<file path="config.mk">
export PLATFORM = sky130hd
export DESIGN_NAME = demux1_4_buf
export DESIGN_NICKNAME = d
export VERILOG_FILES = /design/src/rtl/demux_pkg.sv /design/src/rtl/demux_chan.sv /design/src/rtl/demux1_4_buf.sv
export SDC_FILE = /design/constraint.sdc
export NUM_CORES = 1
export LEC_CHECK = 0
export ABC_CLOCK_PERIOD_IN_PS = 1900
export BUFFER_PORTS_ARGS = -buffer_cell sky130_fd_sc_hd__buf_2
export CAP_MARGIN = 20
export CORE_UTILIZATION = 48
export DETAILED_ROUTE_END_ITERATION = 8
export GPL_TIMING_DRIVEN = 1
export PLACE_DENSITY_LB_ADDON = 0.08
export SETUP_SLACK_MARGIN = 0.1
export SLEW_MARGIN = 20
export SYNTH_ARGS = -nofsm -noshare
export SYNTH_HDL_FRONTEND = slang
export SYNTH_SLANG_ARGS = --single-unit
</file>
<file path="constraint.sdc">
create_clock -name clk -period 1.9 [get_ports clk]
set_clock_uncertainty 0.1 [all_clocks]
set_input_delay 0.475 -clock clk [delete_from_list [all_inputs] [get_ports clk]]
set_output_delay 0.475 -clock clk [all_outputs]
set_load 0.005 [all_outputs]
</file>
<file path="src/rtl/demux_pkg.sv">
// demux_pkg: shared constants for the registered 1:4 demultiplexer.
//   NUM_CH  number of output channels
//   SEL_W   width of a channel select
//   ch_e    channel encodings A..D
//   next_ch round-robin successor, wrapping D -> A
package demux_pkg;
  localparam int NUM_CH = 4;
  localparam int SEL_W  = 2;

  typedef enum logic [SEL_W-1:0] {
    CH_A = 2'b00,
    CH_B = 2'b01,
    CH_C = 2'b10,
    CH_D = 2'b11
  } ch_e;

  // Natural 2-bit overflow gives the D -> A wrap.
  function automatic logic [SEL_W-1:0] next_ch(input logic [SEL_W-1:0] ch);
    return ch + SEL_W'(1);
  endfunction
endpackage

</file>
<file path="src/rtl/demux_chan.sv">
// demux_chan: one-entry output buffer for a single demux channel.
//   clk, rst_n  clock, async active-low reset
//   load_i      top accepted a word for this channel this cycle
//   data_i      word to load
//   out_rdy_i   consumer takes the buffered word this cycle
//   data_o      buffered word (held while empty, never cleared on drain)
//   vld_o       buffer holds a valid word
//   in_rdy_o    buffer can take a word: empty, or draining this cycle
module demux_chan
  import demux_pkg::*;
#(
  parameter int N = 4
) (
  input  logic         clk,
  input  logic         rst_n,
  input  logic         load_i,
  input  logic [N-1:0] data_i,
  input  logic         out_rdy_i,
  output logic [N-1:0] data_o,
  output logic         vld_o,
  output logic         in_rdy_o
);
  logic [N-1:0] data_q, data_d;
  logic         v_q, v_d;

  // A drain and a load in the same cycle keep the buffer full, which is
  // what gives one word per cycle per channel.
  assign in_rdy_o = ~v_q | out_rdy_i;

  always_comb begin
    v_d    = v_q;
    data_d = data_q;
    if (v_q && out_rdy_i) v_d = 1'b0;
    if (load_i) begin
      v_d    = 1'b1;
      data_d = data_i;
    end
  end

  always_ff @(posedge clk or negedge rst_n) begin
    if (!rst_n) begin
      v_q    <= 1'b0;
      data_q <= '0;
    end else begin
      v_q    <= v_d;
      data_q <= data_d;
    end
  end

  assign data_o = data_q;
  assign vld_o  = v_q;
endmodule

</file>
<file path="src/rtl/demux1_4_buf.sv">
// demux1_4_buf: registered 1-to-4 demultiplexer with valid/ready flow
// control. One producer word per cycle is steered into one of four
// one-entry channel buffers.
//   clk, rst_n          clock, async active-low reset
//   In, InV, S          input word, valid, destination select (00=A..11=D)
//   InRdy               selected channel can take In this cycle
//   OutA..OutD          channel data, straight from channel registers
//   OutVA..OutVD        channel holds a valid word
//   OutRdyA..OutRdyD    consumer takes the channel word this cycle
// Build option: define DEMUX_RR_EN to ignore S and select channels with a
// round-robin pointer that advances on every accept.
module demux1_4_buf
  import demux_pkg::*;
#(
  parameter int N = 4
) (
  input  logic         clk,
  input  logic         rst_n,
  input  logic [N-1:0] In,
  input  logic         InV,
  input  logic [1:0]   S,
  output logic         InRdy,
  output logic [N-1:0] OutA,
  output logic [N-1:0] OutB,
  output logic [N-1:0] OutC,
  output logic [N-1:0] OutD,
  output logic         OutVA,
  output logic         OutVB,
  output logic         OutVC,
  output logic         OutVD,
  input  logic         OutRdyA,
  input  logic         OutRdyB,
  input  logic         OutRdyC,
  input  logic         OutRdyD
);
  logic [SEL_W-1:0]            sel;
  logic                        accept;
  logic [NUM_CH-1:0]           load;
  logic [NUM_CH-1:0]           out_rdy;
  logic [NUM_CH-1:0]           vld;
  logic [NUM_CH-1:0]           in_rdy;
  logic [NUM_CH-1:0][N-1:0]    data;

`ifdef DEMUX_RR_EN
  logic [SEL_W-1:0] rr_q, rr_d;

  always_comb begin
    rr_d = rr_q;
    if (accept) rr_d = next_ch(rr_q);
  end

  always_ff @(posedge clk or negedge rst_n) begin
    if (!rst_n) rr_q <= CH_A;
    else        rr_q <= rr_d;
  end

  assign sel = rr_q;
`else
  assign sel = S;
`endif

  assign out_rdy = {OutRdyD, OutRdyC, OutRdyB, OutRdyA};

  // InRdy looks only at the targeted channel; a full channel never blocks
  // a different select on a later cycle.
  assign InRdy  = in_rdy[sel];
  assign accept = InV & InRdy;

  always_comb begin
    load = '0;
    for (int k = 0; k < NUM_CH; k++)
      load[k] = accept && (sel == SEL_W'(k));
  end

  for (genvar k = 0; k < NUM_CH; k++) begin : g_chan
    demux_chan #(.N(N)) u_chan (
      .clk       (clk),
      .rst_n     (rst_n),
      .load_i    (load[k]),
      .data_i    (In),
      .out_rdy_i (out_rdy[k]),
      .data_o    (data[k]),
      .vld_o     (vld[k]),
      .in_rdy_o  (in_rdy[k])
    );
  end

  assign OutA  = data[CH_A];
  assign OutB  = data[CH_B];
  assign OutC  = data[CH_C];
  assign OutD  = data[CH_D];
  assign OutVA = vld[CH_A];
  assign OutVB = vld[CH_B];
  assign OutVC = vld[CH_C];
  assign OutVD = vld[CH_D];
endmodule

</file>
After elaboration in Yosys (flattened, before gate mapping)
Cells that the tools add are included.
- order comparisons: 1
- bitwise gates (word level): 9
- equal/unequal tests: 3
- mux-type cells: 10
- reduce and logical (&&, ||, !) cells: 13
- operator list (kind ; number):
    two-way mux 1 bit ; 9
    logical AND 1 bit ; 8
    nonzero test 2 bit ; 4
    == test 2 bit (second input constant) ; 2
    inverter 1 bit ; 4
    bitwise OR 1 bit ; 4
    < comparator 2 x 3 -> 1 bit (second input constant) ; 1
    binary-select mux 1 bit (select 2 bit) ; 1
    == test 2 x 1 -> 1 bit (second input constant) ; 1
    logical NOT 2 bit ; 1
    AND 1 bit ; 1
- output and inout bits: 21
- word-level logic and storage cells: 44
- input port bits: 13
- register bits after elaboration: 20

Logic depth before layout (Yosys ltp)
Gate-level depths: netlist of run 1.
- word-level depth: 7
- mapped depth: 4
- gate-level depth less buffers: 3

Modules after synthesis
A second synthesis of run 1 with hierarchy kept.
- cells, all modules: 49
- area, all modules: 798.3 µm²
- by module, submodules not included (module ; seq. area each (µm²) ; cells each ; instances ; area each (µm²)):
    demux_chan ; 125.1 ; 11 ; 4 ; 182.7
    demux1_4_buf ; 0.0 ; 5 ; 1 ; 67.6

Worst setup path before layout of run 1
OpenSTA, ideal clock, no wires.
- path type: input port to output port
- from: input OutRdyD
- to: output InRdy
- stages on the path: 2
- path slack: 0.239 ns
- buffers on the path: 0
- data arrival time: 1.086 ns
- required time: 1.325 ns
- cells stage by stage: nand2b_1 -> mux4_2
- longest elaborated chain between the ends: 3
- ends and longest elaborated chain (what ; RTL line ; RTL):
    from (decl) ; demux1_4_buf.sv:34 ; input logic OutRdyD
    bitwise OR 1 bit ; demux_chan.sv:28 ; assign in_rdy_o = ~v_q | out_rdy_i;
    binary-select mux 1 bit (select 2 bit) ; demux1_4_buf.sv:66 ; assign InRdy = in_rdy[sel];
    two-way mux 1 bit (implied by the code) ; demux1_4_buf.sv:66 ;
    to (decl) ; demux1_4_buf.sv:22 ; output logic InRdy,
Every way passes these cells. The select of a mux whose other input is x is not followed.

Worst setup path after layout of run 1
- from: register g_chan[1].u_chan.v_q
- to: output InRdy
- longest elaborated chain between the ends: 4
- ends and longest elaborated chain (what ; RTL line ; RTL):
    from (decl) ; demux_chan.sv:24 ; logic v_q, v_d;
    from (signal assigned) ; demux_chan.sv:45 ; v_q <= v_d;
    inverter 1 bit ; demux_chan.sv:28 ;
    bitwise OR 1 bit ; demux_chan.sv:28 ;
    binary-select mux 1 bit (select 2 bit) ; demux1_4_buf.sv:66 ;
    two-way mux 1 bit (implied by the code) ; demux1_4_buf.sv:66 ;
Every way passes these cells. The select of a mux whose other input is x is not followed.

==> results.py, run 1 <==
metrics = {
    "run_status": {
        "status": "complete, but fails checks",
        "violations": "negative setup slack",
    },
    "global_routing": {
        "antenna_found_initial": 0,
        "track_usage": 0.191,
        "grt.overflow.total": 0,
        "grt_pass1_wl_um": 2560,
        "grt_max_degree": 21,
        "grt_pass1_vias": 541,
    },
    "clock_network": {
        "clk_path_buf_depth": 2,
        "clk_latency_ns": 0.29,
        "clockRootBuffer": "clkbuf_4",
        "htreeDepth": 1,
        "cts.sinks": 20,
        "tritoncts": "built",
        "cts-buffers-inserted": 3,
        "ctsResizeCount": 0,
        "cts.clk_slew.worst_paths_ns": 0.10,
    },
    "setup_path": {
        "cp_max_fo": 3,
        "crit_required_ns": 1.32,
        "end_kind": "output pin",
        "critical_path_arrival_ns": 1.34,
        "start_kind": "flip-flop",
        "crit_type": "flip-flop to output pin",
    },
    "route": {
        "drt_iter0_drc": 7,
        "drt-wirelength-per-cell_um": 13.7,
        "drt_wl_total_um": 1530,
        "viasPerCell": 5.13,
        "vias": 569,
        "postRouteAntennaNets": 0,
        "drc": 0,
        "dr.pass1.iters": 4,
    },
    "power": {
        "swShare": 0.250,
        "peakVddDrop_mv": 0.651,
        "combPwrFrac": 0.230,
        "p_total_uw": 946,
        "leakagePower_nw": 0.531,
        "pwr-share-clk": 0.200,
        "p_int_uw": 710,
        "p_sw_uw": 236,
        "power.density_nw_per_um2": 900,
        "seq_power_share": 0.569,
    },
    "synth": {
        "seq_area_frac_synth": 0.623,
        "syn_inst": 54,
        "yosys.cell_types.count": 13,
        "syn_area_sq_um": 803,
        "syn_avg_cell_area_sq_um": 14.9,
        "ys_warn_count": 0,
        "yosys_register_bits": 20,
        "syn_nets": 67,
    },
    "floorplan": {
        "fp.dieH_um": 42.9,
        "core_sq_um": 1540,
        "start_util": 0.521,
        "dieWidth_um": 42.9,
        "rows": 14,
        "ioPinCount": 34,
        "die_area_sq_um": 1840,
    },
    "sta": {
        "fin_crit_sh": 1.01,
        "drv_slew": 0,
        "setup_viol": 1,
        "setup_ws_ns": -0.0176,
        "rsz0062_at_grt": "true",
        "slew_headroom": 0.710,
        "hold_viol": 0,
        "fmax_mhz": 521,
        "worst_pin_slew_ns": 0.435,
        "min_period_ns": 1.92,
    },
    "cells_and_area": {
        "final_layout_size_suffix_gt1_frac": 0.642,
        "multi_input_area_sq_um": 298,
        "insertedDiodeCount": 0,
        "layout_common_cells": "buf_2 (33), dfrtp_1 (20), mux2_2 (16)",
        "fillCellCount": 120,
        "areaGrowthSynthToFinish_pct": 30.8,
        "stdcell_count": 111,
        "stdcell_area_sq_um": 1050,
        "layout.area.seq_sq_um": 500,
        "nets": 110,
        "final_common_cell": "buf_2",
    },
    "job": {
        "maxCapViolations": 0,
    },
    "placed_design": {
        "place_inst": 105,
        "io_buffer_count": 33,
        "dpl.hpwl_um": 1120,
        "placed_area_sq_um": 1010,
        "place.gp.congestion": 0.790,
    },
    "hold_path": {
        "hold_class": "input port to asynchronous set/reset pin",
    },
}
[registers in the layout (all words and copies together) (netlist names)]
register / flops
g_chan.u_chan.data_o: 16
g_chan.u_chan.vld_o: 4
[area by class of cell]
cell class	instances	share of cell area
Sequential cell	20	0.476
Multi-Input combinational cell	33	0.283
Timing Repair Buffer	39	0.200
Clock buffer	3	0.0214
Tap cell	16	0.0190
[critical path, cell delays in order (launching register included)]
cell and delay (ns):
dfrtp_1 0.36, nand2b_1 0.09, mux4_2 0.46, buf_2 0.14
[synth_stat cells]
| master | n | area share |
|---|---|---|
| nand2b_1 | 4 | 0.031 |
| o21ai_0 | 1 | 0.0062 |
| mux2_2 | 16 | 0.22 |
| nor2b_1 | 1 | 0.0078 |
| buf_2 | 1 | 0.0062 |
| nand3b_1 | 1 | 0.0093 |
| nand2_1 | 5 | 0.023 |
| nor3b_2 | 1 | 0.016 |
| nand3_1 | 1 | 0.0062 |
| dfrtp_1 | 20 | 0.62 |
| and3_1 | 1 | 0.0078 |
| nor2b_2 | 1 | 0.011 |
| mux4_2 | 1 | 0.028 |
[final timing paths]
kind	start	end	slack (ns)	depth (start not counted)
worst min-delay path	rst_n	g_chan[1].u_chan.vld_o	0.007	1
max in group asynchronous	rst_n	g_chan[2].u_chan.data_o[0]	1.39	1
worst max-delay path	g_chan[1].u_chan.vld_o	InRdy	-0.02	3
worst max register to register	g_chan[2].u_chan.vld_o	g_chan[2].u_chan.data_o[2]	0.37	5
min in group clk	In[3]	g_chan[3].u_chan.data_o[3]	0.36	2
worst min register to register	g_chan[0].u_chan.data_o[3]	g_chan[0].u_chan.data_o[3]	0.41	1
[per-stage QoR]
| stage | hold slack, ns | setup WS, ns | util | TNS, ns |
|---|---|---|---|---|
| 6_report | 0.00657 | -0.0176 | 0.682 | -0.0176 |
| 5_1_grt | 0.0258 | -0.0715 | 0.682 | -0.0715 |
| 4_1_cts | 0.0123 | -0.0317 | 0.672 | -0.0317 |
| 3_5_place_dp | 0.343 | -0.0255 | 0.653 | -0.0255 |
| 3_3_place_gp | 0.339 | 0.0171 | 0.653 | 0 |
| 2_1_floorplan | 0.0794 | 0.239 | - | 0 |
[power by group through the flow]
stage               sequential, mW  combinational, mW  clock [mW]
floorplan                    0.556             0.0860           0
global placement             0.547              0.212           0
detailed placement           0.548              0.216           0
CTS                          0.540              0.218       0.199
global route                 0.551              0.240       0.216
finish                       0.539              0.218       0.190
[logic make-up after synthesis]
kind of cell,count (synthesis),synth area share
AO/OA/AOI/OAI,1,0.00622
AND/OR/NAND/NOR,15,0.112
multiplexers,17,0.252
flip-flops,20,0.623
buffers and inverters,1,0.00622
[metal layers]
layer	GRT usage	routed length [um]	vias to the layer above
li1	-	-	274
met1	0.285	724	270
met2	0.276	700	25
met3	0.0383	101	0
met4	0.0750	0	0
met5	0	0	-
[what timing repair did]
item / in CTS / in global routing
setup buffers: 1 / 2
endpoints found under the setup margin: 1 / 1
endpoints found under the hold margin: 0 / 0
hold buffers: 0 / 0
(Power assumes the default switching activity.)
==> inputs of run 2 (changes only) <==
PLACE_DENSITY = 0.82   (was unset)
PLACE_DENSITY_LB_ADDON = unset   (was 0.08)
==> run 2 against run 1 <==
  * The run now ends clean
  * Critical path type unchanged
  * Combinational power is 2% lower
  * First-iteration DRC count is 43% lower
  * Final area is 0.71% lower
  * Global-route usage is 1.6 points lower
==> results.py, run 2 (synthesized netlist as in run 1, its figures left out) <==
metrics = {
    "run_status": {
        "status": "completed",
    },
    "sta": {
        "fmax_mhz": 534,
        "worst_pin_slew_ns": 0.429,
        "rsz0062_at_grt": "true",
        "fin_crit_sh": 0.986,
        "hold_viol": 0,
        "slew_headroom": 0.714,
        "drv_slew": 0,
        "min_period_ns": 1.87,
        "setup_viol": 0,
    },
    "floorplan": {
        "rows": 14,
        "fp.dieH_um": 42.9,
        "core_sq_um": 1540,
        "ioPinCount": 34,
        "dieWidth_um": 42.9,
        "start_util": 0.521,
        "die_area_sq_um": 1840,
    },
    "global_routing": {
        "grt_pass1_wl_um": 2310,
        "grt_max_degree": 21,
        "track_usage": 0.175,
        "antenna_found_initial": 0,
        "grt_pass1_vias": 513,
        "grt.overflow.total": 0,
    },
    "placed_design": {
        "placed_area_sq_um": 1010,
        "io_buffer_count": 33,
        "place.gp.congestion": 0.774,
        "dpl.hpwl_um": 1050,
    },
    "clock_network": {
        "clk_path_buf_depth": 2,
        "clockRootBuffer": "clkbuf_4",
        "ctsResizeCount": 0,
        "cts.clk_slew.worst_paths_ns": 0.10,
        "htreeDepth": 1,
        "cts.sinks": 20,
        "cts-buffers-inserted": 3,
        "tritoncts": "built",
        "clk_latency_ns": 0.29,
    },
    "setup_path": {
        "path_cells": "nand2b_1 -> mux4_2 -> buf_2",
        "critical_path.max_stage_delay_ns": 0.45,
        "reg2reg_from": "g_chan[1].u_chan.vld_o",
        "r2r_slack_ns": 0.38,
        "timing.critical_path.buf_inv": 1,
        "crit_type": "flip-flop to output pin",
        "critical_path_arrival_ns": 1.30,
        "cp_max_fo": 2,
        "r2r_end": "g_chan[1].u_chan.data_o[1]",
        "crit_slowest_cell": "mux4_2",
        "end_kind": "output pin",
        "reg2reg_depth": 4,
        "start_kind": "flip-flop",
        "cp_top_family": "multiplexers",
        "crit_required_ns": 1.32,
    },
    "route": {
        "viasPerCell": 5.24,
        "drt_iter0_drc": 4,
        "drc": 0,
        "vias": 576,
        "drt_wl_total_um": 1400,
        "dr.pass1.iters": 2,
        "drt-wirelength-per-cell_um": 12.7,
        "postRouteAntennaNets": 0,
    },
    "cells_and_area": {
        "final_layout_size_suffix_gt1_frac": 0.638,
        "final_common_cell": "buf_2",
        "insertedDiodeCount": 0,
        "stdcell_area_sq_um": 1040,
        "areaGrowthSynthToFinish_pct": 29.9,
        "largest_register_ffs": 16,
        "nets": 109,
        "layout_common_cells": "buf_2 (33), dfrtp_1 (20), mux2_2 (16)",
        "utilization": 0.677,
    },
    "hold_path": {
        "hold_class": "input port to asynchronous set/reset pin",
    },
    "power": {
        "power.density_nw_per_um2": 900,
        "leakagePower_nw": 0.526,
        "peakVddDrop_mv": 0.600,
    },
    "job": {
        "maxCapViolations": 0,
    },
}
run 2: cell types whose count changed in the layout (fill, tap and decap cells not counted), sizes merged:
cell,before,now
buf,39,38
run 2: how the worst max path moves through the flow:
stage / endpoint / from / cells after the start
after floorplan: InRdy / OutRdyD / 2
after global placement: InRdy / OutRdyD / 4
after detailed placement: InRdy / OutRdyB / 4
after CTS: InRdy / g_chan[1].u_chan.vld_o / 3
after global routing: InRdy / g_chan[1].u_chan.vld_o / 3
final: InRdy / g_chan[1].u_chan.vld_o / 3
run 2: routing by layer:
layer  vias to the layer above  share of wire  GRT usage
li1                        271              -          -
met1                       273           0.46      0.241
met2                        28           0.43      0.245
met3                         4          0.087     0.0426
met4                         0          0.018      0.113
met5                         -              0          0
run 2: timing repair:
action	in CTS	in global routing
endpoints found under the setup margin	1	1
hold buffers	0	0
buffers inserted	0	2
endpoints found under the hold margin	0	0
run 2: metrics by stage:
step,worst slack [ns],std cells,hold slack (ns),setup TNS [ns],total power [mW]
floorplan,0.239,54,0.0794,0,0.642
global placement,0.0277,105,0.333,0,0.754
detailed placement,0.0213,105,0.342,0,0.763
CTS,0.00700,108,0.0177,0,0.952
global route,-0.0432,110,0.0307,-0.0432,0.999
finish,0.0267,110,0.00706,0,0.939
run 2: cell type report:
class,instances,area [sq um]
fillers,126,498
well taps,16,20.0
flip-flops and latches,20,500
repair buffers,38,203
multi-input cells,33,298
clock buffers,3,22.5
run 2: power by group:
group	internal [mW]	switching [mW]	leakage [nW]
clock network	0.0737	0.112	0.0138
logic	0.131	0.0818	0.270
registers	0.503	0.0363	0.242
total	0.709	0.230	0.526
==> inputs of run 3 (changes only) <==
ABC_AREA = 1   (was unset)
CORE_UTILIZATION = 50   (was 48)
PLACE_DENSITY = 0.83   (was 0.82)
==> run 3 against run 2 <==
  * Non-clock buffer count grew 2
  * Maximum frequency up 10%
  * Sequential cell count unchanged
  * Largest cell class unchanged
  * Largest power group unchanged
  * Setup slack improved by 0.17 ns
  * Via count grew 47%
  * Cell count increased by 51%
==> results.py, run 3 <==
metrics = {
    "sta": {
        "setup_ws_ns": 0.196,
        "hold_viol": 0,
        "setup_viol": 0,
        "worst_pin_slew_ns": 0.438,
        "fmax_mhz": 587,
        "min_period_ns": 1.70,
        "fin_crit_sh": 0.897,
        "whs_ns": 0.00924,
        "rsz0062_at_grt": "true",
        "slew_headroom": 0.708,
        "drv_slew": 0,
        "tns_ns": 0,
    },
    "synth": {
        "synth_flop_cell": "dfrtp_1",
        "synthTopCellsByArea": "dfrtp_1 (54%), nand2_1 (16%), nand4_1 (11%)",
        "syn_avg_cell_area_sq_um": 9.08,
        "syn_area_sq_um": 926,
        "synthTopCellsByCount": "nand2_1 (39), dfrtp_1 (20), nand4_1 (16)",
        "synth_top_area_cell": "dfrtp_1",
        "synth_edf_count": 0,
        "syn_nets": 115,
        "ys_async_sr_fraction": 1.00,
        "syn_inst": 102,
        "yosys.cell_types.count": 14,
        "seq_area_frac_synth": 0.541,
        "ys_warn_count": 0,
        "synth_top_area_share": 0.541,
        "synth.most_common_cell": "nand2_1",
        "yosys_register_bits": 20,
    },
    "job": {
        "maxCapViolations": 0,
    },
    "power": {
        "power.density_nw_per_um2": 827,
        "p_sw_uw": 285,
        "seq_power_share": 0.553,
        "leakagePower_nw": 0.649,
        "p_int_uw": 681,
        "pwr-share-clk": 0.199,
        "combPwrFrac": 0.248,
        "peakVddDrop_mv": 0.500,
        "swShare": 0.295,
    },
    "setup_path": {
        "critical_path_arrival_ns": 1.13,
        "startpoint": "g_chan[0].u_chan.vld_o",
        "path_common_cell": "nand2_1",
        "r2r_end": "g_chan[1].u_chan.data_o[1]",
        "crit_slowest_cell": "dfrtp_1",
        "r2r_slack_ns": 0.38,
        "cp_max_fo": 2,
        "end_kind": "output pin",
        "start_kind": "flip-flop",
        "crit_required_ns": 1.32,
        "reg2reg_depth": 10,
        "critical_path.max_stage_delay_ns": 0.40,
        "crit_type": "flip-flop to output pin",
        "reg2reg_from": "g_chan[0].u_chan.vld_o",
        "path_cells": "inv_1 -> nor2_1 -> nand2_1 -> nand2_1 -> nor2_2 -> buf_2",
    },
    "cells_and_area": {
        "final_layout_size_suffix_gt1_frac": 0.383,
        "largest_register_ffs": 16,
        "final_common_cell": "nand2_1",
        "stdcell_area_sq_um": 1170,
        "multi_input_area_sq_um": 369,
        "layout.area.seq_sq_um": 500,
        "areaGrowthSynthToFinish_pct": 26.1,
        "insertedDiodeCount": 0,
        "fillCellCount": 165,
        "stdcell_count": 166,
        "layout_common_cells": "nand2_1 (39), buf_2 (33), dfrtp_1 (20)",
        "nets": 156,
    },
    "placed_design": {
        "place.gp.congestion": 0.779,
        "place_inst": 161,
        "placed_area_sq_um": 1130,
        "place_ws_ns": 0.170,
        "dpl.hpwl_um": 1490,
        "io_buffer_count": 33,
    },
    "floorplan": {
        "rows": 15,
        "dieWidth_um": 45.0,
        "core_sq_um": 1730,
        "die_area_sq_um": 2030,
        "ioPinCount": 34,
        "start_util": 0.536,
        "fp.dieH_um": 45.0,
    },
    "route": {
        "drt_wl_total_um": 1930,
        "dr.pass1.iters": 4,
        "viasPerCell": 5.09,
        "postRouteAntennaNets": 0,
        "drc": 0,
        "drt_iter0_drc": 22,
        "drt-wirelength-per-cell_um": 11.6,
        "vias": 845,
    },
    "clock_network": {
        "clockRootBuffer": "clkbuf_4",
        "hold_buffers": 0,
        "clk_path_buf_depth": 2,
        "cts.clk_slew.worst_paths_ns": 0.10,
        "htreeDepth": 1,
        "cts-buffers-inserted": 3,
        "cts.sinks": 20,
        "tritoncts": "built",
        "clk_latency_ns": 0.29,
    },
    "hold_path": {
        "hold_class": "input port to asynchronous set/reset pin",
    },
    "run_status": {
        "status": "completed",
    },
    "global_routing": {
        "antenna_found_initial": 0,
        "grt.overflow.total": 0,
        "track_usage": 0.207,
        "grt_max_degree": 21,
        "grt_pass1_wl_um": 3000,
        "grt_pass1_vias": 677,
    },
}
-- run 3: changes by cell type after synthesis, moves of 3 or more --
cell | previous run | this run
nor2_1 | 0 | 4
mux2_2 | 16 | 0
nand2b_1 | 4 | 0
o21ai_1 | 0 | 4
nand2_1 | 5 | 39
nand4_1 | 0 | 16
nand3_4 | 0 | 3
inv_1 | 0 | 5
nor2_2 | 0 | 3
-- run 3: cells by family (layout without fill, tap and decap cells) --
group | after synthesis | after routing | synth area share
AO/OA/AOI/OAI | 4 | 4 | 0.0216
flip-flops | 20 | 20 | 0.541
AND/OR/NAND/NOR | 67 | 67 | 0.377
buffers and inverters | 11 | 50 | 0.0608
-- run 3: cell type report --
type | instances | share of cell area
clock buffer | 3 | 0.0193
inverter | 7 | 0.0225
multi-input combinational | 71 | 0.316
sequential | 20 | 0.429
tap | 25 | 0.0268
timing repair buffer | 40 | 0.186
-- run 3: how the worst max path moves through the flow --
stage,end,cells past startpoint
after global placement,InRdy,7
after detailed placement,g_chan[1].u_chan.data_o[1],10
after CTS,InRdy,6
after floorplan,InRdy,5
after global routing,InRdy,6
final,InRdy,6
-- run 3: through the flow --
stage | util | power, mW
final | 0.676 | 0.966
after global routing | 0.676 | 1.03
after CTS | 0.667 | 0.970
after detailed placement | 0.654 | 0.780
after global placement | 0.654 | 0.767
after floorplan | - | 0.654
-- run 3: power by group through the flow --
| stage | combinational, mW | sequential (mW) | clock, mW |
|---|---|---|---|
| 4_1_cts | 0.238 | 0.535 | 0.197 |
| 2_1_floorplan | 0.103 | 0.551 | 0 |
| 5_1_grt | 0.266 | 0.543 | 0.215 |
| 3_5_place_dp | 0.236 | 0.543 | 0 |
| 6_report | 0.239 | 0.534 | 0.192 |
| 3_3_place_gp | 0.228 | 0.539 | 0 |
-- run 3: timing repair --
item | 4_1_cts | 5_1_grt
gates resized for setup | 0 | 2
setup endpoints to repair | 0 | 1
buffers inserted | 0 | 2
-- run 3: routing by layer --
layer  vias up  track usage  wire (um)
met5         -            0          0
met4         0       0.0909         44
met3         6       0.0240        107
met2        36        0.330        910
met1       383        0.284        866
li1        420            -          -
-- run 3: worst max-delay path: cells and delay by family (launching register included) --
kind	cells	cell delay (ns)
DFF	1	0.40
buffers and inverters	2	0.19
and+or+nand+nor	4	0.24
